File: src/rtl/mem_port_arbiter.sv
// mem_port_arbiter: shares one memory port between instruction fetch (A)
// and load/store (B). B wins contention unless A has been passed over
// STARVE_LIMIT times in a row. sel_a is a registered select for the
// address/wdata mux pair in front of the memory.
module mem_port_arbiter #(
  parameter int XLEN         = 32,
  parameter int STARVE_LIMIT = 4
) (
  input  logic            clk,
  input  logic            rst_n,
  // fetch port
  input  logic            a_req,
  input  logic [XLEN-1:0] a_addr,
  output logic            a_ack,
  output logic [XLEN-1:0] a_rdata,
  // load/store port
  input  logic            b_req,
  input  logic            b_we,
  input  logic [XLEN-1:0] b_addr,
  input  logic [XLEN-1:0] b_wdata,
  output logic            b_ack,
  output logic [XLEN-1:0] b_rdata,
  // memory side
  output logic            mem_req,
  output logic            mem_we,
  output logic [XLEN-1:0] mem_addr,
  output logic [XLEN-1:0] mem_wdata,
  input  logic [XLEN-1:0] mem_rdata,
  input  logic            mem_ready,
  // status
  output logic            sel_a,
  output logic            busy
);

  typedef enum logic [1:0] {
    IDLE   = 2'd0,
    BUSY_A = 2'd1,
    BUSY_B = 2'd2
  } state_t;

  // A limit of 0 still needs a 1-bit counter; it simply never leaves 0,
  // so streak==LIMIT always holds and A always wins contention.
  localparam int SW = (STARVE_LIMIT > 0) ? $clog2(STARVE_LIMIT + 1) : 1;
  localparam logic [SW-1:0] LIMIT = SW'(STARVE_LIMIT);

  state_t        state, state_nxt;
  logic          sel_a_nxt;
  logic [SW-1:0] streak, streak_nxt;
  logic          grant_a, grant_b;
  logic          contended;

  // Grant decision, only meaningful in IDLE
  always_comb begin
    grant_a   = 1'b0;
    grant_b   = 1'b0;
    contended = a_req && b_req;
    if (state == IDLE) begin
      if (contended) begin
        grant_a = (streak == LIMIT);
        grant_b = (streak != LIMIT);
      end else begin
        grant_a = a_req;
        grant_b = b_req;
      end
    end
  end

  // Next state, select and starvation streak
  always_comb begin
    state_nxt  = state;
    sel_a_nxt  = sel_a;
    streak_nxt = streak;
    case (state)
      IDLE: begin
        if (grant_a) begin
          state_nxt  = BUSY_A;
          sel_a_nxt  = 1'b1;
          streak_nxt = '0;
        end else if (grant_b) begin
          state_nxt = BUSY_B;
          sel_a_nxt = 1'b0;
          // only a B grant that made A wait counts toward starvation
          if (a_req && (streak != LIMIT))
            streak_nxt = streak + SW'(1);
        end
      end
      BUSY_A, BUSY_B: begin
        if (mem_ready)
          state_nxt = IDLE;
      end
      default: state_nxt = IDLE;
    endcase
  end

  // State register with synchronous active-low reset
  always_ff @(posedge clk) begin
    if (!rst_n) begin
      state  <= IDLE;
      sel_a  <= 1'b0;
      streak <= '0;
    end else begin
      state  <= state_nxt;
      sel_a  <= sel_a_nxt;
      streak <= streak_nxt;
    end
  end

  // Memory side is a pure decode of registered state and select
  assign mem_req   = (state != IDLE);
  assign busy      = (state != IDLE);
  assign mem_we    = mem_req && !sel_a && b_we;
  assign mem_addr  = sel_a ? a_addr : b_addr;
  assign mem_wdata = b_wdata;

  // Acks coincide with mem_ready; read data is a straight pass-through
  assign a_ack   = (state == BUSY_A) && mem_ready;
  assign b_ack   = (state == BUSY_B) && mem_ready;
  assign a_rdata = mem_rdata;
  assign b_rdata = mem_rdata;

endmodule

File: config.mk
export PLATFORM = sky130hd
export DESIGN_NAME = mem_port_arbiter
export DESIGN_NICKNAME = d
export VERILOG_FILES = /design/src/rtl/mem_port_arbiter.sv
export SDC_FILE = /design/constraint.sdc
export NUM_CORES = 1
export LEC_CHECK = 0
export CAP_MARGIN = 20
export CORE_AREA = 2 2 104 106
export DETAILED_ROUTE_END_ITERATION = 8
export DIE_AREA = 0 0 106 108
export PLACE_DENSITY = 0.7
export SETUP_SLACK_MARGIN = 0.2
export SLEW_MARGIN = 20
export SYNTH_ARGS = -nofsm -noshare
export SYNTH_HDL_FRONTEND = slang
export SYNTH_SLANG_ARGS = --single-unit
export TNS_END_PERCENT = 50
File: constraint.sdc
create_clock -name clk -period 1.5 [get_ports clk]
set_input_delay 0.3 -clock clk [delete_from_list [all_inputs] [get_ports clk]]
set_output_delay 0.3 -clock clk [all_outputs]
set_load 0.02 [all_outputs]
**Word-level counts from Yosys, hierarchy flattened**

Cells that the tools add are included.

- Bits in registers: 6
- Input port bits: 134
- Word-level logic and storage cells: 39

- Equal/unequal tests: 6
- Multiplexer cells: 14
- Reductions and logical operators: 15
- Add/subtract/negate cells: 1

Operator list:

| operator | number |
|---|---|
| $mux 32 | 1 |
| $mux 3 | 3 |
| $logic_and 1x1->1 | 6 |
| $mux 1 | 6 |
| $mux 2 | 3 |
| $ne 3x3->1 const B | 2 |
| $reduce_bool 2->1 | 3 |
| $pmux 2 s2 | 1 |
| $reduce_and 2->1 | 2 |
| $add 3x1->3 const B | 1 |
| $eq 3x3->1 const B | 1 |
| $reduce_and 3->1 | 1 |
| $eq 2x1->1 const B | 1 |
| $eq 2x2->1 const B | 1 |
| $logic_not 2->1 | 1 |
| $ne 2x2->1 const B | 1 |
| $reduce_or 2->1 | 1 |
| $logic_not 1->1 | 1 |

**Longest topological paths before layout**

- Word-level depth: 6
- Mapped depth: 5
- Gate-level depth less buffers: 5

**Least setup slack after synthesis**

Ideal clock, no wire load.

- Path type: register to output
- From: reg sel_a
- To: out mem_we
- Setup slack: -0.057 ns
- Required time: 1.200 ns
- Path buffers: 2
- Cell stages (with the launch flop): 4
- Arrival time: 1.257 ns
- Path through: dfxtp_1 buf_2 buf_2 nor3b_1

- Cells in the longest elaborated chain, start to end: 3

Ends and longest elaborated chain:

| element | RTL line | source |
|---|---|---|
| start: declaration | 31 | `output logic sel_a,` |
| start signal: assignment | 103 | `sel_a <= sel_a_nxt;` |
| $logic_not 1->1 | 111 | `assign mem_we = mem_req && !sel_a && b_we;` |
| $logic_and 1x1->1 (2 in series) | 111 |  |
| end: declaration | 25 | `output logic mem_we,` |

Every way passes these cells.

**Worst setup path in the final report**

- From: reg sel_a
- To: out mem_addr[6]

- Cells in the longest elaborated chain, start to end: 1

Ends and longest elaborated chain:

| element | RTL line | source |
|---|---|---|
| $mux 32 | 112 | `assign mem_addr = sel_a ? a_addr : b_addr;` |
| end: declaration | 26 | `output logic [XLEN-1:0] mem_addr,` |

Every way passes these cells.

==> results by group <==
Run status
  – Status: finished, violations left
  – Failing checks: negative setup slack

Worst setup path
  – Crit-path max FO: 8
  – Critical path type: flop to primary output
  – Worst endpoint data arrival time: 1330 ps
  – Crit start category: flop
  – RR Startpoint: state[1]
  – Worst EP required: 1200 ps
  – Worst Setup SP: sel_a
  – Crit end category: primary output

Floorplan
  – Ports: 268
  – Die Ht: 108 um
  – Horiz. Die Dim: 106 um
  – Initial Util: 0.145
  – CORE AREA: 10,200 um^2
  – FP Rows: 37
  – Die area: about 11,000 um^2

Cells and area
  – Final instance area: 2490 um^2
  – N_diodes: 0
  – Fin nets: 348
  – Area Overhead vs Synth: 67.6%
  – Cell Count, Final, Fillers Out: around 340
  – Core Util, Final: 0.243
  – Share of layout cells above drive strength 1: 0.538

Min path
  – Hold WC Path Type: flop to flop
  – Hold Path Origin: streak[1]

Synthesis
  – Area leader, netlist: buf_4
  – Seq/Total Area, Yosys: 0.0808
  – Yosys cell types: 21
  – Synth Warn #: 0
  – Synth area leaders: buf_4, mux2_2, dfxtp_1, ha_1, a21boi_0
  – Synthesized flop and latch total: 6
  – Cells after Synth: around 180
  – Mapped Avg Cell Area: 8.40 um^2
  – Share of the synthesized area in the top cell type: 0.490
  – Synth Net Count: between 300 and 400
  – Mapped cell area: 1490 um^2

Power
  – Total Power: 1.33 mW
  – VDD IR-drop max: 0.182 mV
  – Pwr per Cell Area: 535 nW/um^2
  – Leak pwr: 1.04 nW

Job
  – Max Cap Viol: 0

Place
  – Input/output buffers: 107
  – Placed Area: between 2000 and 2500 um^2
  – DP HPWL: between 3 and 4 mm
  – Dpl cells: 331
  – GPL Wtd Cong: 0.777

Timing
  – Fmax: 615 MHz
  – Clock skew: 4.75 ps
  – Final worst slack: -127 ps
  – RSZ-0062 raised after global routing: true
  – Setup TNS: -2030 ps
  – Final Hold Fails: 0
  – Least-Margin Pin Slew: 248 ps
  – Final setup viols: 33
  – Crit path time final: 1630 ps
  – Slew margin rel.: 0.835
  – Fin crit share: 1.08
  – Max-slew violation count: 0

GRT
  – Antenna violations before repair: 0
  – Total GRT Usage: 0.0738
  – Gr ovfl total: 0
  – Number of global-route vias before repair: approximately 1,300
  – First-pass GRT wire length: 6.59 mm
  – Largest net degree at the start of global routing: 12

Clock tree
  – Clock-pin slew on the worst setup and hold paths: 40 ps
  – CTS Hold Buffers Added: 0
  – Worst-skew pair later-pin latency: 230 ps
  – H-tree levels: 1
  – Number of buffers created by CTS: 3
  – CTS tree: built
  – CTS root buf: clkbuf_8
  – Clock sinks: 6
  – Max clock buf depth: 2

Route
  – Vias per cell: 3.55
  – Final antenna-violating net count: 0
  – Drc violations: 0
  – DR iter-0 viols: 36
  – Post-Route WL: 4.66 mm
  – Vias: ~1,200
  – DR pass1 iterations: 4
  – DR WL/cell: 13.5 um
==> power by group <==
part,internal (mW),total (mW),switching (mW)
Combinational,0.555,0.887,0.331
Clock,0.184,0.263,0.0793
Sequential,0.171,0.182,0.0114
Total,0.910,1.33,0.422
==> cell type report <==
cell class / count / area (um^2)
fillers: 1070 / 7740
repair buffers: 128 / 1350
multi-input cells: 65 / 782
well taps: 136 / 170
flip-flops and latches: 6 / 128
clock buffers: 4 / 45.0
inverters: 5 / 18.8
==> cell usage in the layout, fill, tap and decap left out, drive strengths merged, types with 2 or more instances in the layout <==
cell           synthesis  layout
or3                    2       2
dfxtp                  6       6
inv                    5       5
ha                     5       5
nand4                  2       2
buf                  101      59
nor3b                  3       3
nand2                  5       5
clkbuf                 0       4
and2                   2       2
a21boi                 6       6
clkdlybuf4s50          0      68
mux2                  32      32
o21ai                  2       2
==> registers in the layout, summed over array words and instances (netlist names) <==
| name | flops |
|---|---|
| sel_a | 1 |
| state | 2 |
| streak | 3 |
==> worst max-delay path, cell delays in order (launching register included) <==
cell	delay [ps]
dfxtp_4	400
buf_12	120
buf_16	120
mux2_4	320
buf_6	130
==> what timing repair did <==
item | 4_1_cts | 5_1_grt
pin swaps | 1 | 6
cloned | 1 | 0
gates resized for setup | 225 | 31
setup buffers | 8 | 0
setup endpoints to repair | 42 | 43
==> routing by layer <==
| metal | up-vias | GRT usage | part of all wire |
|---|---|---|---|
| met5 | - | 0 | 0 |
| met4 | 0 | 0.0254 | 0.013 |
| met3 | 6 | 0.0416 | 0.14 |
| met2 | 116 | 0.134 | 0.50 |
| met1 | 551 | 0.0705 | 0.34 |
| li1 | 547 | - | - |
==> final timing paths <==
path	to	slack, ps	cells past startpoint
worst min-delay path	streak[1]	500	2
worst max-delay path	mem_addr[6]	-130	4
worst max register to register	state[0]	190	6
worst min register to register	streak[1]	500	2
==> Yosys cell counts <==
master    instances
a21boi_0          4
a21boi_1          2
a311o_1           1
and2_1            2
buf_2             4
buf_4            97
dfxtp_1           6
ha_1              5
inv_1             5
mux2_2           32
nand2_1           4
nand2_2           1
nand3_1           1
nand4_1           2
nor2_1            1
nor2b_1           1
nor3b_1           3
o211ai_1          1
o21a_1            1
o21ai_0           2
or3_1             2
==> through the flow <==
| step | hold slack, ps | setup WS (ps) |
|---|---|---|
| 3_5_place_dp | 494 | -436 |
| 5_1_grt | 517 | -164 |
| 4_1_cts | 499 | -150 |
| 3_3_place_gp | 469 | -430 |
| 6_report | 504 | -127 |
| 2_1_floorplan | 417 | 189 |
==> cells by family (layout without fill, tap and decap cells) <==
kind of cell,after synthesis,in the layout,synth area share
compound gates,11,11,0.0539
fa+ha+maj,5,5,0.0421
buf+inv,106,137,0.516
flops,6,6,0.0808
mux,32,32,0.242
simple gates,17,17,0.0648
Note: power is estimated with default switching activity, not from simulation.
==> edit (config.mk and constraints unchanged) <==
Change the parameter `STARVE_LIMIT` from 4 to 2.
--- a/src/rtl/mem_port_arbiter.sv
+++ b/src/rtl/mem_port_arbiter.sv
@@ -4,7 +4,7 @@
 // address/wdata mux pair in front of the memory.
 module mem_port_arbiter #(
   parameter int XLEN         = 32,
-  parameter int STARVE_LIMIT = 4
+  parameter int STARVE_LIMIT = 2
 ) (
   input  logic            clk,
   input  logic            rst_n,
Check against the original RTL: not equivalent (Yosys sat finds a counterexample within 10 cycles, from zero or initial values and one cycle with rst_n low).
==> edit against the unedited design <==
The run still ends with negative setup slack left. Register-to-register slack worse by 0.14 ns. Critical path depth unchanged. Wire length down 0.11%. Total power up 12%. Design area down 2.1%. Area after synthesis down 3.5%. Sequential cell count down 1. Via count down 7.9%. Setup slack worse by 0.020 ns. Clock skew down 0.0045 ns. Critical endpoint is now mem_addr[9]. Critical path type unchanged.
==> edit: results (changes against the unedited design) <==
Leakage 1.034 nW (-0.78%); first-pass GRT wire length 6348 um (-3.7%); crit path DAT 1.35 ns (+0.02 ns); status complete, but fails checks; total CTS buffers 3 (unchanged); failing checks negative setup slack; Async SR Flop Fraction 0% (unchanged); syn nets 307 (-2.8%); most instantiated cells after synthesis 97 x buf_4, 32 x mux2_2, 6 x nand2_1; Slew @ Worst Pin 0.2319 ns (-0.01582 ns); CTS Buffer Depth 2 (unchanged); initial DRC count 38 (+5.6%); VDD IR max 0.2449 mV (+35%); GRT Overall Usage 7.269% (-0.11 points); net count reported at finish 337 (-3.2%); Clk pin slew, worst setup/hold paths 0.03 ns; Top Family by Delay on Critical Path flip-flops; CP max stage delay 0.44 ns (+0.04 ns); synth unique cells 20 (-4.8%); routed vias/inst 3.365 (-5.1%); DP Wirelength 3652 um (-1.2%); Initial DRT Pass Iterations 4 (unchanged); Root Driver clkbuf_8; count of final setup violators 31 (-6.1%); top_reg_cell synth dfxtp_1; largest net degree at the start of global routing 10 (-2); Crit Path Max Fanout 8 (unchanged); Yosys warning count 0 (unchanged); Clock Skews 0.0002567 ns (-0.004495 ns); pre-CTS WS -0.3586 ns (+0.07738 ns); Final WS setup -0.1466 ns (-0.02000 ns); Seq/Total Area, Yosys 6.981% (-1.1 points); post-placement cell area 2170 um^2 (-1.9%); share of layout cells above drive strength 1 58.08% (+4.2 points); GPL Wtd Cong 0.6708 (-14%); ANT cells 0 (unchanged); synth top area cells buf_4 51%, mux2_2 25%, dfxtp_1 7.0%; H-tree lvl count 1 (unchanged); final WL 4652 um (-0.11%); vias in the first global route 1199 (-5.1%); top flop regs state x2, streak x2, sel_a x1; Crit-path slowest cell dfxtp_4
-- edit: logic make-up after synthesis --
| group | count (synthesis) | share of synthesized area, % |
|---|---|---|
| AO/OA/AOI/OAI | 5 | 3.577 |
| adder cells (fa/ha/maj) | 4 | 3.491 |
| buffers and inverters | 106 | 53.49 |
| flip-flops | 5 | 6.981 |
| multiplexers | 34 | 26.88 |
| AND/OR/NAND/NOR | 15 | 5.586 |
-- edit: cell type report --
type | instances | area (um^2)
clock buffer | 4 | 45.04
tap | 136 | 170.2
fill | 1080 | 7791
inverter | 5 | 23.77
multi-input combinational | 58 | 772.0
timing repair buffer | 126 | 1321
sequential | 5 | 107.6
-- edit: worst register-to-register path, cell delays in order, from the launching register on --
cell and delay (ns):
dfxtp_2 0.32, inv_2 0.09, ha_4 0.17, inv_4 0.05
buf_6 0.10, o32a_4 0.32, mux2_4 0.29
-- edit: timing repair --
| item | 4_1_cts | 5_1_grt |
|---|---|---|
| setup buffers | 2 | 2 |
| pin swaps | 6 | 10 |
| setup endpoints to repair | 42 | 42 |
| resized for setup | 202 | 47 |
| cloned | 2 | 0 |
| endpoints found under the hold margin | 0 | 0 |
-- edit: metrics by stage --
| step | power, W | hold slack (ns) | instances | setup TNS, ns |
|---|---|---|---|---|
| floorplan | 0.001010 | 0.4268 | 169 | 0 |
| global placement | 0.001098 | 0.4421 | 324 | -11.12 |
| detailed placement | 0.001104 | 0.4629 | 324 | -11.29 |
| CTS | 0.001410 | 0.4707 | 332 | -3.035 |
| global route | 0.001566 | 0.5025 | 334 | -4.104 |
| finish | 0.001487 | 0.4845 | 334 | -2.829 |
-- edit: path summary, 6_finish.rpt --
| path | start | endpoint | slack (ns) | cells past startpoint |
|---|---|---|---|---|
| setup / recovery | sel_a | mem_addr[9] | -0.15 | 4 |
| hold / removal | streak[0] | streak[0] | 0.48 | 2 |
| setup reg to reg | state[0] | state[1] | 0.05 | 6 |
| hold reg to reg | streak[0] | streak[0] | 0.48 | 2 |
-- edit: power breakdown --
group	switching (W)	internal, W
clock network	0.0000597	0.000182
logic	0.000407	0.000665
registers	0.0000232	0.000150
-- edit: per-layer routing --
metal  share of wire [%]  vias up  global-route usage [%]
met3                  14        4                   4.340
met2                  49      109                   12.76
met5                   0        -                       0
li1                    -      509                       -
met1                  36      502                   7.339
met4                0.58        0                   1.974
